$ cat src/rtl/sdram_arbiter.sv
// Two-port SDRAM arbiter: read-only flash-emulation port A has default priority, user port B gets
// one-shot priority after USER_MAX_WAIT waiting cycles and is held off during A's critical window.
module sdram_arbiter #(
  parameter int ADDR_WIDTH    = 32,
  parameter int DATA_WIDTH    = 16,
  parameter int USER_MAX_WAIT = 64,
  parameter int ACK_TIMEOUT   = 255
) (
  input  logic                  clk,
  input  logic                  reset,
  input  logic                  spi_critical,
  input  logic                  spi_req,
  input  logic [ADDR_WIDTH-1:0] spi_addr,
  input  logic                  spi_refresh_inhibit,
  output logic                  spi_ack,
  input  logic                  user_req,
  input  logic                  user_we,
  input  logic [ADDR_WIDTH-1:0] user_addr,
  input  logic [DATA_WIDTH-1:0] user_wr_data,
  input  logic [1:0]            user_wr_mask,
  output logic                  user_ack,
  output logic [DATA_WIDTH-1:0] rd_data,
  output logic                  sd_enable,
  output logic                  sd_we,
  output logic [ADDR_WIDTH-1:0] sd_addr,
  output logic [DATA_WIDTH-1:0] sd_wr_data,
  output logic [1:0]            sd_wr_mask,
  output logic                  sd_refresh_inhibit,
  input  logic                  sd_ack_level,
  input  logic [DATA_WIDTH-1:0] sd_rd_data,
  output logic                  user_blocked,
  output logic [7:0]            error_count
);

  typedef enum logic [1:0] {IDLE, GRANT_A, GRANT_B, RELEASE} state_t;

  localparam int SW = $clog2(USER_MAX_WAIT + 1);
  localparam int TW = $clog2(ACK_TIMEOUT + 1);
  localparam logic [DATA_WIDTH-1:0] A_FILL = DATA_WIDTH'(16'hDEAD);

  state_t                  state;
  state_t                  state_next;
  logic [ADDR_WIDTH-1:0]   addr_q;
  logic                    we_q;
  logic [DATA_WIDTH-1:0]   wr_data_q;
  logic [1:0]              wr_mask_q;
  logic                    ack_prev;
  logic [SW-1:0]           starve_cnt;
  logic                    starve_flag;
  logic [TW-1:0]           tmo_cnt;
  logic                    granted;
  logic                    ack_rise;
  logic                    grant_a;
  logic                    grant_b;
  logic                    timeout;
  logic                    starve_count_en;

  assign granted  = (state == GRANT_A) || (state == GRANT_B);
  assign ack_rise = sd_ack_level && !ack_prev;
  assign grant_b  = (state == IDLE) && user_req && !spi_critical && (!spi_req || starve_flag);
  assign grant_a  = (state == IDLE) && spi_req && !grant_b;
  assign timeout  = granted && !ack_rise && (tmo_cnt == TW'(ACK_TIMEOUT - 1));
  assign starve_count_en = user_req && !spi_critical && ((state == IDLE) || (state == GRANT_A));

  always_ff @(posedge clk or posedge reset) begin
    if (reset) state <= IDLE;
    else       state <= state_next;
  end

  always_comb begin
    state_next = state;
    case (state)
      IDLE: begin
        if (grant_b)      state_next = GRANT_B;
        else if (grant_a) state_next = GRANT_A;
      end
      GRANT_A, GRANT_B: begin
        if (ack_rise || timeout) state_next = RELEASE;
      end
      RELEASE: begin
        if (!sd_ack_level) state_next = IDLE;
      end
      default: state_next = IDLE;
    endcase
  end

  always_comb begin
    sd_enable    = 1'b0;
    sd_we        = 1'b0;
    sd_wr_mask   = 2'b00;
    user_blocked = user_req && spi_critical && (state != GRANT_B);
    if (granted) begin
      sd_enable  = 1'b1;
      sd_we      = we_q;
      sd_wr_mask = wr_mask_q;
    end
  end

  assign sd_addr            = addr_q;
  assign sd_wr_data         = wr_data_q;
  assign sd_refresh_inhibit = spi_critical && spi_refresh_inhibit;

  always_ff @(posedge clk or posedge reset) begin
    if (reset) begin
      addr_q      <= '0;
      we_q        <= 1'b0;
      wr_data_q   <= '0;
      wr_mask_q   <= 2'b00;
      ack_prev    <= 1'b0;
      rd_data     <= '0;
      spi_ack     <= 1'b0;
      user_ack    <= 1'b0;
      tmo_cnt     <= '0;
      error_count <= 8'd0;
      starve_cnt  <= '0;
      starve_flag <= 1'b0;
    end else begin
      ack_prev <= sd_ack_level;
      if (grant_a) begin
        addr_q    <= spi_addr;
        we_q      <= 1'b0;
        wr_data_q <= A_FILL;
        wr_mask_q <= 2'b00;
      end else if (grant_b) begin
        addr_q    <= user_addr;
        we_q      <= user_we;
        wr_data_q <= user_wr_data;
        wr_mask_q <= user_wr_mask;
      end
      if (granted && ack_rise) rd_data <= sd_rd_data;
      spi_ack  <= (state == GRANT_A) && ack_rise;
      user_ack <= (state == GRANT_B) && ack_rise;
      tmo_cnt  <= granted ? tmo_cnt + TW'(1) : '0;
      if (timeout && (error_count != 8'hFF)) error_count <= error_count + 8'd1;
      // Waiting is frozen (not cleared) while A holds its critical window.
      if (grant_b) begin
        starve_cnt  <= '0;
        starve_flag <= 1'b0;
      end else if (starve_count_en) begin
        if (starve_cnt != SW'(USER_MAX_WAIT))     starve_cnt  <= starve_cnt + SW'(1);
        if (starve_cnt == SW'(USER_MAX_WAIT - 1)) starve_flag <= 1'b1;
      end
    end
  end

endmodule

$ cat config.mk
export PLATFORM = sky130hd
export DESIGN_NAME = sdram_arbiter
export DESIGN_NICKNAME = d
export VERILOG_FILES = /design/src/rtl/sdram_arbiter.sv
export SDC_FILE = /design/constraint.sdc
export NUM_CORES = 1
export LEC_CHECK = 0
export CAP_MARGIN = 10
export CORE_MARGIN = 2
export CORE_UTILIZATION = 40
export CTS_CLUSTER_DIAMETER = 200
export DETAILED_ROUTE_END_ITERATION = 10
export PLACE_DENSITY = 0.85
export SLEW_MARGIN = 25
export SYNTH_ARGS = -nofsm -noshare
export SYNTH_HDL_FRONTEND = slang
export SYNTH_SLANG_ARGS = --single-unit
$ cat constraint.sdc
create_clock -name clk -period 4.4 [get_ports clk]
set_input_delay 0.88 -clock clk [delete_from_list [all_inputs] [get_ports clk]]
set_output_delay 0.88 -clock clk [all_outputs]
set_load 0.02 [all_outputs]
==> results.ini, run 1 <==
[synth]
yosysTopAreaCell=dfrtp_1
synthTopCellsByCount=96 x dfrtp_1, 41 x inv_1, 32 x a222oi_1, 19 x mux2_2, 17 x nand2_1
synthTopCellsByArea=dfrtp_1 58%, a222oi_1 7.8%, mux2_2 5.2%, inv_1 3.7%, ha_1 3.0%
synth_top_family_by_area=compound AO/OA/AOI/OAI gates
synth_nets=455
ys_seq_area_frac=0.583
syn_inst=339
netlist_area_mm2=0.00412
synthMuxAreaShare=0.0616
synth_edf_count=0
synth_top_area_frac=0.583
synthAdderAreaFrac=0.0304
ys_ff_latch=96
avgSynthCellArea_um2=12.2
synth_warnings=0
synth-simple-area-share=0.110
synth_most_common_cell=dfrtp_1
ys_types=36
yosys_most_used_dff=dfrtp_1
synth_compound_area_frac=0.130
synth_xor_xnor_area_share=0.0298
async_reset_ff_frac=1.00

[sta]
fin_ws_ns=1.23
fmax_mhz=316
setup_tns_ns=0
rsz0062_at_grt=no
slew_headroom=0.421
hold_violations=0
finalCritPeriodShare=0.720
min_period_ns=3.17
worst_slew_pin_slew_ns=0.868
slew_viol_final=0
setup_viol_count_final=0
fin_worst_skew_ns=0.00760

[global_route]
grt.total_usage=0.198
grt_max_degree=84
overflow=0
grt_pass1_wl_mm=17.4
grt_pass1_vias=3547
antenna_found_initial=0

[clock_network]
cts_buffers=9
clk_latency_ns=0.36
clk_path_buf_depth=2
tritoncts=yes
cts_resized=0
hold_buffers=0
cts_root_buf=clkbuf_8
post-cts-setup-buffers=0
h-tree-depth=3
cts_sinks=96
clk_pin_slew_ns=0.09

[worst_setup_path]
worst-path-stages=4
reg2regPathDepth=5
critical_path_buf_inv_count=2
slowest_delay_ns=0.63
cp.arrival_ns=2.29
worst_setup_path_start_kind=flip-flop
path_cells=inv_1 > ha_1 > and2_1 > clkdlybuf4s50_1
path_max_fanout=17
setup.worst_path.end_class=primary output
worst_path_max_delay_cell=clkdlybuf4s50_1
path_delay_family=buffers and inverters
path_class=flip-flop to primary output
crit_required_ns=3.52

[layout]
syn_to_final_growth_pct=54.1
antenna_cells=0
drive_above_1_share=0.0859
fin_nets=637

[power]
peakVddDrop_uv=360
p_int_mw=2.49
p_leak_nw=2.90
p_sw_mw=1.45
pwr-share-comb=0.476
swShare=0.367
p_clk_frac=0.158
power_density_mw_per_mm2=620
p_seq_frac=0.366

[floorplanning]
fp.dieW_um=106
die_h_um=106
dieArea_mm2=0.0111
rows=37
core_mm2=0.0102
io_pins=186
start_util=0.405

[detailed_routing]
wl_per_cell_um=16.6
via_per_inst=5.16
postRouteAntennaNets=0
drtIter0Drc=283
dr.pass1.iters=5
drc=0
wirelength_mm=11.0
vias=3403

[placement]
pre_cts_ws_ns=1.25
hpwl_mm=7.86
gp_congestion=0.759
portBuffers=185

[flow_run]
drv_cap=0

[hold_path]
min_path_cells=1
hp-class=flip-flop to flip-flop

[status]
outcome=complete, no violations

stage by stage:
stage                     instances  cell area, um^2  hold slack (ns)  power, mW   util
after floorplan                 339             4120            0.458       2.41      -
after global placement          645             6110            0.471       3.25  0.600
after detailed placement        645             6110            0.480       3.32  0.600
after CTS                       659             6320            0.500       3.96  0.621
after global routing            660             6350            0.512       4.17  0.624
final                           660             6350            0.497       3.94  0.624
kinds of logic after synthesis:
kind of cell	after synthesis
flops	96
simple gates	78
compound gates	60
buf+inv	58
mux	23
xor+xnor	14
fa+ha+maj	10
path summary, 6_finish.rpt:
path                                    start            end  slack [ns]
worst max-delay path                 state[0]  sd_wr_mask[0]        1.23
worst min-delay path            sd_wr_data[3]  sd_wr_data[3]        0.50
worst max register to register       state[0]       state[0]        2.15
worst min register to register  sd_wr_data[3]  sd_wr_data[3]        0.50
max in group asynchronous               reset    sd_addr[29]        2.67
min in group asynchronous               reset    sd_addr[12]        1.00
sequential cells by signal (all words and copies together), names as in the netlist, 2 cells and up:
name / flops
sd_addr: 32
rd_data: 16
sd_wr_data: 16
error_count: 8
tmo_cnt: 8
starve_cnt: 7
state: 2
wr_mask_q: 2
final cells by class:
class,instances,area (um^2)
sequential,96,2400
inverter,41,159
clock buffer,10,138
fill,833,3830
multi-input combinational,185,1520
clock inverter,4,70.1
timing repair buffer,188,1890
tap,136,170
routing by layer:
metal / up-vias / global-route usage / wire length [um]
met4: 0 / 0.0686 / 164
met3: 15 / 0.0563 / 645
li1: 1588 / - / -
met1: 1685 / 0.228 / 4260
met5: - / 0 / 0
met2: 115 / 0.352 / 5890
placed cells by master, fill, tap and decap left out, types with 12 or more instances in the layout:
| cell type | count |
|---|---|
| a222oi_1 | 32 |
| and2_1 | 13 |
| clkdlybuf4s50_1 | 185 |
| dfrtp_1 | 96 |
| inv_1 | 40 |
| mux2_2 | 19 |
| nand2_1 | 17 |
| nand3_1 | 12 |
power by group through the flow:
stage / Combinational [mW] / Clock (mW) / Sequential, mW
after floorplan: 0.652 / 0 / 1.76
after global placement: 1.82 / 0 / 1.43
after detailed placement: 1.87 / 0 / 1.45
after CTS: 1.88 / 0.637 / 1.44
after global routing: 2.01 / 0.679 / 1.48
final: 1.88 / 0.623 / 1.44
Note: power is estimated with default switching activity, not from simulation.
==> run 2: changes to the inputs <==
- CORE_UTILIZATION: 40 -> 38
- clock period: 4.4 -> 2.91 ns (I/O delays scaled with it)
==> results.ini, run 2 (synthesis gave the netlist of run 1 again) <==
[worst_setup_path]
worstReg2RegStart=state[0]  ; unchanged
r2r_slack_ns=0.75  ; was 2.15 ns
path_delay_family=buffers and inverters  ; unchanged
reg2regPathDepth=6  ; was 5
critical_path_buf_inv_count=2  ; unchanged
crit_required_ns=2.33  ; was 3.52 ns
path_max_fanout=5  ; was 17
path_class=flip-flop to primary output  ; unchanged
worst_path_max_delay_cell=clkdlybuf4s50_1  ; unchanged
worst-path-stages=4  ; unchanged
regToRegEndpoint=state[0]  ; unchanged
cp.arrival_ns=2.02  ; was 2.29 ns
path_cells=inv_1 > ha_1 > and2_1 > clkdlybuf4s50_1  ; unchanged
worst_setup_path_start_kind=flip-flop  ; unchanged
setup.worst_path.end_class=primary output  ; unchanged
slowest_delay_ns=0.60  ; was 0.63 ns

[clock_network]
tritoncts=yes  ; unchanged
cts_buffers=9  ; unchanged
clk_latency_ns=0.36  ; about the same
cts_sinks=96  ; unchanged
clk_path_buf_depth=2  ; unchanged
clk_pin_slew_ns=0.09  ; about the same
hold_buffers=0  ; unchanged
post-cts-setup-buffers=0  ; unchanged
h-tree-depth=3  ; unchanged
cts_resized=0  ; unchanged
cts_root_buf=clkbuf_8  ; unchanged

[global_route]
grt_pass1_wl_mm=17.8  ; was 17.4 mm
grt.total_usage=0.195  ; was 0.198
antenna_found_initial=0  ; unchanged
grt_pass1_vias=3496  ; was 3547
grt_max_degree=57  ; was 84
overflow=0  ; unchanged

[layout]
final_common_cell=clkdlybuf4s50_1  ; unchanged
drive_above_1_share=0.0996  ; was 0.0859
mostFrequentLayoutCells=185 x clkdlybuf4s50_1, 96 x dfrtp_1, 40 x inv_1, 32 x a222oi_1, 19 x mux2_2  ; unchanged
fin_area_mm2=0.00645  ; was 0.00635 mm^2
syn_to_final_growth_pct=56.6  ; was 54.1%
fin_nets=643  ; was 637
largest_reg_flops=32  ; unchanged
final_cells=672  ; was 660
antenna_cells=0  ; unchanged
final_core_util=0.603  ; was 0.624

[sta]
rsz0062_at_grt=no  ; unchanged
setup_tns_ns=0  ; unchanged
hold_violations=0  ; unchanged
fin_worst_skew_ns=0.00702  ; was 0.00760 ns
fmax_mhz=384
finalCritPeriodShare=0.894
slew_headroom=0.628  ; was 0.421
fin_ws_ns=0.307  ; was 1.23 ns
worst_slew_pin_slew_ns=0.556  ; was 0.868 ns
slew_viol_final=0  ; unchanged
whs_ns=0.473  ; was 0.497 ns
min_period_ns=2.60
setup_viol_count_final=0  ; unchanged

[power]
p_leak_nw=2.93  ; was 2.90 nW
power_density_mw_per_mm2=945  ; was 620 mW/mm^2
peakVddDrop_uv=557  ; was 360 uV
p_total_mw=6.10  ; was 3.94 mW

[placement]
gp_congestion=0.795  ; was 0.759
portBuffers=185  ; unchanged
postPlaceCellArea_mm2=0.00621  ; was 0.00611 mm^2
hpwl_mm=8.51  ; was 7.86 mm
dp.cells=656  ; was 645
pre_cts_ws_ns=0.338  ; was 1.25 ns

[detailed_routing]
drtIter0Drc=334  ; was 283
wl_per_cell_um=17.1  ; was 16.6 um
via_per_inst=5.29  ; was 5.16
postRouteAntennaNets=0  ; unchanged
dr.pass1.iters=10  ; was 5
wirelength_mm=11.5  ; was 11.0 mm
vias=3552  ; was 3403
drc=0  ; unchanged

[hold_path]
hp-class=input pin to async pin  ; was flip-flop to flip-flop

[floorplanning]
io_pins=186  ; unchanged
start_util=0.385  ; was 0.405
core_mm2=0.0107  ; was 0.0102 mm^2
fp.dieW_um=108  ; was 106 um
die_h_um=108  ; was 106 um
rows=38  ; was 37
dieArea_mm2=0.0117  ; was 0.0111 mm^2

[flow_run]
drv_cap=0  ; unchanged

[status]
outcome=complete, no violations  ; unchanged

[run 2: worst max path at each step]
stage	slack, ns	start	end
after floorplan	0.92	state[0]	error_count[1]
after global placement	0.44	user_req	user_blocked
after detailed placement	0.34	spi_critical	sd_addr[27]
after CTS	0.28	state[0]	sd_we
after global routing	0.19	state[0]	sd_wr_mask[1]
final	0.31	state[0]	sd_we
[run 2: final cells by class]
type	count	area, um^2
Clock inverter	7	119
Timing Repair Buffer	194	1960
Fill cell	847	4250
Clock buffer	9	124
Inverter	41	158
Multi-Input combinational cell	185	1520
Tap cell	140	175
Sequential cell	96	2400
[run 2: layer usage]
metal | vias up | global-route usage | share of wire
li1 | 1601 | - | -
met1 | 1797 | 0.254 | 0.41
met2 | 138 | 0.319 | 0.51
met3 | 16 | 0.0494 | 0.064
met4 | 0 | 0.0623 | 0.014
met5 | - | 0 | 0
[run 2: power by group]
part	internal, mW	switching (mW)
sequential	1.85	0.326
clock	0.572	0.479
combinational	1.45	1.42
total	3.87	2.23
==> run 3: changes to the inputs <==
- CORE_UTILIZATION: 38 -> 40
- clock period: 2.91 -> 2.73 ns (I/O delays scaled with it)
==> results.ini, run 3 (synthesis gave the netlist of run 1 again) <==
[status]
outcome=complete, no violations  ; unchanged

[sta]
worst_slew_pin_slew_ns=0.658  ; was 0.556 ns
finalCritPeriodShare=0.955
fmax_mhz=384
setup_tns_ns=0  ; unchanged
fin_ws_ns=0.123  ; was 0.307 ns
slew_headroom=0.561  ; was 0.628
rsz0062_at_grt=no  ; unchanged
min_period_ns=2.61
hold_violations=0  ; unchanged
slew_viol_final=0  ; unchanged
setup_viol_count_final=0  ; unchanged
fin_worst_skew_ns=0.0103  ; was 0.00702 ns

[power]
swShare=0.374  ; was 0.365
peakVddDrop_uv=434  ; was 557 uV
p_int_mw=3.99  ; was 3.87 mW
p_leak_nw=2.92  ; was 2.93 nW
p_total_mw=6.39  ; was 6.10 mW
p_clk_frac=0.147  ; was 0.172
p_sw_mw=2.39  ; was 2.23 mW
pwr-share-comb=0.489  ; was 0.471
p_seq_frac=0.364  ; was 0.356
power_density_mw_per_mm2=995  ; was 945 mW/mm^2

[layout]
mostFrequentLayoutCells=185 x clkdlybuf4s50_1, 96 x dfrtp_1, 40 x inv_1, 32 x a222oi_1, 19 x mux2_2  ; unchanged
largest_reg_flops=32  ; unchanged
antenna_cells=0  ; unchanged
final_cells=667  ; was 672
drive_above_1_share=0.0979  ; was 0.0996
syn_to_final_growth_pct=55.8  ; was 56.6%
fin_area_mm2=0.00642  ; was 0.00645 mm^2
fin_nets=642  ; was 643
final_common_cell=clkdlybuf4s50_1  ; unchanged

[clock_network]
h-tree-depth=3  ; unchanged
cts_root_buf=clkbuf_8  ; unchanged
cts_buffers=9  ; unchanged
cts_sinks=96  ; unchanged
clk_path_buf_depth=2  ; unchanged
clk_pin_slew_ns=0.09  ; about the same
clk_latency_ns=0.36  ; about the same
tritoncts=yes  ; unchanged

[global_route]
overflow=0  ; unchanged
grt_pass1_vias=3805  ; was 3496
grt.total_usage=0.206  ; was 0.195
grt_max_degree=43  ; was 57
grt_pass1_wl_mm=18.4  ; was 17.8 mm
antenna_found_initial=0  ; unchanged

[placement]
dp.cells=651  ; was 656
postPlaceCellArea_mm2=0.00621  ; unchanged
portBuffers=185  ; unchanged
pre_cts_ws_ns=0.303  ; was 0.338 ns
gp_congestion=0.745  ; was 0.795
hpwl_mm=8.07  ; was 8.51 mm

[detailed_routing]
wirelength_mm=11.2  ; was 11.5 mm
drc=0  ; unchanged
wl_per_cell_um=16.8  ; was 17.1 um
postRouteAntennaNets=0  ; unchanged
drtIter0Drc=333  ; was 334
via_per_inst=5.27  ; was 5.29
dr.pass1.iters=9  ; was 10
vias=3518  ; was 3552

[worst_setup_path]
cp.arrival_ns=2.06  ; was 2.02 ns
setup.worst_path.end_class=primary output  ; unchanged
path_max_fanout=10  ; was 5
crit_path_start=state[0]  ; unchanged
path_class=flip-flop to primary output  ; unchanged
regToRegEndpoint=starve_cnt[6]  ; was state[0]
crit_required_ns=2.18  ; was 2.33 ns
worstReg2RegStart=state[0]  ; unchanged
worst_setup_path_start_kind=flip-flop  ; unchanged
r2r_slack_ns=0.67  ; was 0.75 ns
reg2regPathDepth=6  ; unchanged
endpoint=sd_we  ; unchanged

[hold_path]
hp-class=flip-flop to flip-flop  ; was input pin to async pin
worstHoldStart=sd_addr[7]
min_path_cells=2

[floorplanning]
fp.dieW_um=106  ; was 108 um
rows=37  ; was 38
io_pins=186  ; unchanged
core_mm2=0.0102  ; was 0.0107 mm^2
die_h_um=106  ; was 108 um
start_util=0.405  ; was 0.385
dieArea_mm2=0.0111  ; was 0.0117 mm^2

[flow_run]
drv_cap=0  ; unchanged

-- run 3: layer usage --
metal	up-vias	GRT usage	share of wire
met2	147	0.359	0.52
met1	1752	0.252	0.40
met3	16	0.0544	0.062
li1	1603	-	-
met4	0	0.0611	0.015
met5	-	0	0
-- run 3: power by group through the flow --
stage	sequential (mW)	clock [mW]	combinational (mW)
5_1_grt	2.40	1.03	3.33
4_1_cts	2.32	0.962	3.12
3_5_place_dp	2.33	0	3.10
3_3_place_gp	2.31	0	2.99
2_1_floorplan	2.84	0	1.05
6_report	2.32	0.937	3.12
-- run 3: worst min path at each step --
stage | to | slack, ns
4_1_cts | sd_addr[7] | 0.50
6_report | sd_addr[7] | 0.49
3_3_place_gp | sd_wr_data[15] | 0.47
3_5_place_dp | sd_addr[29] | 0.48
5_1_grt | sd_wr_data[15] | 0.51
2_1_floorplan | wr_mask_q[0] | 0.46
-- run 3: per-stage QoR --
stage	hold slack, ns	util
CTS	0.500	0.629
global route	0.514	0.630
finish	0.493	0.630
global placement	0.471	0.610
floorplan	0.458	-
detailed placement	0.479	0.610
-- run 3: what timing repair did --
item	CTS	global route
buffers inserted	0	0
setup endpoints to repair	3	3
gates resized for setup	1	1
hold buffers	0	0
-- run 3: final cells by class --
cell class,count,area (um^2)
inverter,41,158
clock inverter,5,56.3
clock buffer,11,141
tap,136,170
multi-input combinational,185,1530
fill,811,3760
sequential,96,2400
timing repair buffer,193,1960
-- run 3: critical path, cell delays in order, from the launching register on --
cell and delay [ns]:
dfrtp_1 0.42, inv_1 0.14, ha_4 0.36, and2_1 0.14, clkdlybuf4s50_1 0.64
==> variant 1 (config.mk and constraints of run 1) <==
Change the parameter `DATA_WIDTH` from 16 to 18.
--- a/src/rtl/sdram_arbiter.sv
+++ b/src/rtl/sdram_arbiter.sv
@@ -2,7 +2,7 @@
 // one-shot priority after USER_MAX_WAIT waiting cycles and is held off during A's critical window.
 module sdram_arbiter #(
   parameter int ADDR_WIDTH    = 32,
-  parameter int DATA_WIDTH    = 16,
+  parameter int DATA_WIDTH    = 18,
   parameter int USER_MAX_WAIT = 64,
   parameter int ACK_TIMEOUT   = 255
 ) (
Interface: changed (resized rd_data, sd_rd_data, sd_wr_data and user_wr_data); port bits go from 186 to 194. No check against the original RTL was run, so the function may have changed too.
==> variant 1 against run 1 <==
Synthesized cell count grew 5.6%; utilization shrank 0.98 points; critical path type is now in2out; cell area grew 3.4%; total power grew 2.0%; routed wire length grew 12%; largest cell class unchanged; highest routed layer unchanged; area after synthesis grew 5.3%; sequential cell count grew 4; final cell count grew 5.2%; setup slack lost 53 ps.
==> variant 1: results (changes against run 1) <==
peak supply drop=401 uV (was 360 uV); first-pass GRT wire length=19300 um (was 17400 um); vias in the first global route=3906 (was 3547); routability cong.=0.799 (was 0.759); outcome=complete, no violations (unchanged); CP Data Arrival Time=2340 ps (was 2290 ps); Final Core Density=0.614 (was 0.624); Final Routed Wirelength=12300 um (was 11000 um); share of layout cells above drive strength 1=0.0957 (was 0.0859); met3 usage=0.0639 (was 0.0563); part of the power in combinational logic=0.495 (was 0.476); clock share of power=0.132 (was 0.158); dpl cells=679 (was 645); sequential share of the synthesized area=0.577 (was 0.583); largest net degree at the start of global routing=67 (was 84); Compound-Gate Fraction of Synth Area=0.129 (was 0.130); CP max-delay cell=clkdlybuf4s50_1 (unchanged); Non-clock buffer share=0.300 (was 0.298); drt pass-1 iters=8 (was 5); synth unique cells=43 (was 36); dpl hpwl=8940 um (was 7860 um); met1 Resource Use GR=0.266 (was 0.228); Resized cells post-CTS=0 (unchanged); Area contributors post-synth=dfrtp_1 (58%), a222oi_1 (7.4%), mux2_2 (5.4%), inv_1 (3.7%), ha_1 (2.9%) (was dfrtp_1 (58%), a222oi_1 (7.8%), mux2_2 (5.2%), inv_1 (3.7%), ha_1 (3.0%)); clk_skew=6.87 ps (was 7.60 ps); placed inst area=6400 um^2 (was 6110 um^2); mux cell area share after synthesis=0.0614 (was 0.0616); Via density=5.34 (was 5.16); total core area=10700 um^2 (was 10200 um^2); Inverters=44 (was 41); total track usage=0.211 (was 0.198); Worst-Margin Slew=838 ps (was 868 ps); Final Net Count=670 (was 637); Multi-input gate area=1580 um^2 (was 1520 um^2); syn avg cell area=12.1 um^2 (was 12.2 um^2); Synth Area in Adders=0.0288 (was 0.0304); peak fanout along the critical path=4 (was 17); Finished Layout Cells=694 (was 660); LEAKAGE=3.00 nW (was 2.90 nW); Signal buffers=198 (was 188); WL met2=6000 um (was 5890 um); Port Buf Inserts=193 (was 185); routed wl met3=1100 um (was 645 um); comb_multi_in=197 (was 185); Clock buffers and inverters, area share=0.0255 (was 0.0327); Seq area share=0.381 (was 0.378); top routing layer used=met4 (unchanged); H-tree depth=3 (unchanged); filler cell count=850 (was 833); internal power=2.46 mW (was 2.49 mW); Clock Buffer Count=11 (was 10); Post-Synth XOR/XNOR Area=0.0303 (was 0.0298); synthesis-stage register bit count=100 (was 96); Cell Pwr Density=612 nW/um^2 (was 620 nW/um^2); met2 Resource Use GR=0.343 (was 0.352); Post-Route M1 WL=4960 um (was 4260 um); initial drt markers=390 (was 283); synth cell count leaders=dfrtp_1 (100), inv_1 (43), a222oi_1 (32), mux2_2 (21), nand2_1 (19) (was dfrtp_1 (96), inv_1 (41), a222oi_1 (32), mux2_2 (19), nand2_1 (17)); Post-Syn Nets=478 (was 455)
==> variant 1: cell count changes after synthesis, sizes merged, moves of 3 or more <==
cell,change
nor4,+5
nor2b,-3
nand3,+4
o22a,-4
buf,+7
nor3,+5
dfrtp,+4
xnor2,-5
and2,-5
clkbuf,-7
xor2,+6
nor2,+10
or4,-3
==> variant 1: final timing paths <==
kind                                             from                          to  slack [ps]  depth (start not counted)
setup / recovery                         spi_critical                user_blocked        1180                          4
hold / removal             sd_wr_data[14]$_DFFE_PP0P_  sd_wr_data[14]$_DFFE_PP0P_         500                          1
setup reg to reg                 state[0]$_DFFE_PP0P_        state[0]$_DFFE_PP0P_        2150                          6
hold reg to reg            sd_wr_data[14]$_DFFE_PP0P_  sd_wr_data[14]$_DFFE_PP0P_         500                          1
max in group asynchronous                       reset     sd_addr[27]$_DFFE_PP0P_        2570                          3
min in group asynchronous                       reset      rd_data[0]$_DFFE_PP0P_        1030                          2
==> variant 2 (flow settings as in run 1) <==
Without the edit above. Re-encode `state_t` (4 states) as one-hot, 4 bits wide.
--- a/src/rtl/sdram_arbiter.sv
+++ b/src/rtl/sdram_arbiter.sv
@@ -32,7 +32,7 @@
   output logic [7:0]            error_count
 );
 
-  typedef enum logic [1:0] {IDLE, GRANT_A, GRANT_B, RELEASE} state_t;
+  typedef enum logic [3:0] {IDLE = 4'b0001, GRANT_A = 4'b0010, GRANT_B = 4'b0100, RELEASE = 4'b1000} state_t;
 
   localparam int SW = $clog2(USER_MAX_WAIT + 1);
   localparam int TW = $clog2(ACK_TIMEOUT + 1);
Function: same outputs for any inputs over 10 cycles, from zero or initial values and one cycle with reset high; not proved beyond that.
==> variant 2 against run 1 <==
Setup slack worse by 120 ps; critical path depth stayed put; routed wire length rose by 4.4%; cell area is 2.3% higher; area after synthesis increased by 3.9%; sequential cell count is 2 higher; sequential share of layout area shrank 0.070 points; via count grew 7.9%; critical endpoint is now user_blocked; register-to-register slack better by 50 ps; total power down 0.45%; utilization increased by 0.31 points; clock skew up 2.9 ps.
==> variant 2: results (changes against run 1) <==
Area contributors post-synth=dfrtp_1 (57%), nand2_1 (6.9%), a22oi_1 (5.6%), mux2_2 (5.3%), a22o_1 (1.8%) (was dfrtp_1 (58%), a222oi_1 (7.8%), mux2_2 (5.2%), inv_1 (3.7%), ha_1 (3.0%)); WL met2=5950 um (was 5890 um); multi-input combinational area share=0.265 (was 0.239); Final Net Count=679 (was 637); clk sink count=98 (was 96); Psw=1.50 mW (was 1.45 mW); FF-to-FF setup slack=2200 ps (was 2150 ps); mux cell area share after synthesis=0.0549 (was 0.0616); Post-Syn Nets=496 (was 455); Worst-Margin Slew=778 ps (was 868 ps); initial drt markers=163 (was 283); peak supply drop=335 uV (was 360 uV); LEAKAGE=2.83 nW (was 2.90 nW); dpl cells=693 (was 645); vias in the first global route=3885 (was 3547); routed wl met3=821 um (was 645 um); filler cell count=845 (was 833); routability cong.=0.787 (was 0.759); synth unique cells=49 (was 36); hold endpoint=sd_wr_data[7]$_DFFE_PP0P_ (was sd_wr_data[3]$_DFFE_PP0P_); total track usage=0.204 (was 0.198); met1 Resource Use GR=0.231 (was 0.228); CP Data Arrival Time=2410 ps (was 2290 ps); met3 usage=0.0545 (was 0.0563); Finished Layout Cells=709 (was 660); Post-Synth XOR/XNOR Area=0.0260 (was 0.0298); Seq area share=0.378 (about the same); min-delay src=sd_wr_data[7]$_DFFE_PP0P_ (was sd_wr_data[3]$_DFFE_PP0P_); total core area=10400 um^2 (was 10200 um^2); placed inst area=6280 um^2 (was 6110 um^2); Compound-Gate Fraction of Synth Area=0.133 (was 0.130); Post-Route M1 WL=4430 um (was 4260 um); met2 Resource Use GR=0.364 (was 0.352); Place WS=1100 ps (was 1250 ps); reg2reg start=state[2]$_DFFE_PP0P_ (was state[0]$_DFFE_PP0P_); Signal buffers=189 (was 188); drt pass-1 iters=4 (was 5); first-pass GRT wire length=18500 um (was 17400 um); WL/cell=16.1 um (was 16.6 um); Area Growth Syn to Fin=51.7% (was 54.1%); Critical R2R Capture=sd_addr[8]$_DFFE_PP0P_ (was state[0]$_DFFE_PP0P_); syn avg cell area=11.1 um^2 (was 12.2 um^2); Clock buffers and inverters, area share=0.0327 (about the same); Non-clock buffer share=0.293 (was 0.298); comb_multi_in=261 (was 185); via count=3671 (was 3403); outcome=complete, no violations (unchanged); Clock Buffer Count=11 (was 10); Inverters=9 (was 41); Critical path destination=user_blocked (was sd_wr_mask[0]); clk_skew=10.5 ps (was 7.60 ps); WHS Path Cells=2 (was 1)
==> variant 2: changes by cell type after synthesis, sizes merged, moves of 9 or more <==
cell,change
nand2,+62
a222oi,-32
a22oi,+32
inv,-32
and2,-10
nor2,+9
xnor2,-9
==> variant 2: kinds of logic (layout without fill, tap and decap cells) <==
group,after synthesis,after routing
xor gates and xnor gates,11,11
adders and majority gates,5,5
AOI/OAI and AO/OA,75,75
buffers and inverters,26,214
DFF,98,98
and+or+nand+nor,149,149
muxes,21,21
==> variant 2: power by group through the flow <==
stage	Sequential [mW]	Combinational (mW)	Clock (mW)
floorplan	1.76	0.677	0
global placement	1.45	1.77	0
detailed placement	1.47	1.86	0
CTS	1.46	1.87	0.636
global route	1.50	1.99	0.676
finish	1.46	1.85	0.619
==> variant 2: worst min-delay path: stages, from the launching register on <==
cell and delay, ps:
dfrtp_1 350, nand2_1 40, o21ai_0 60
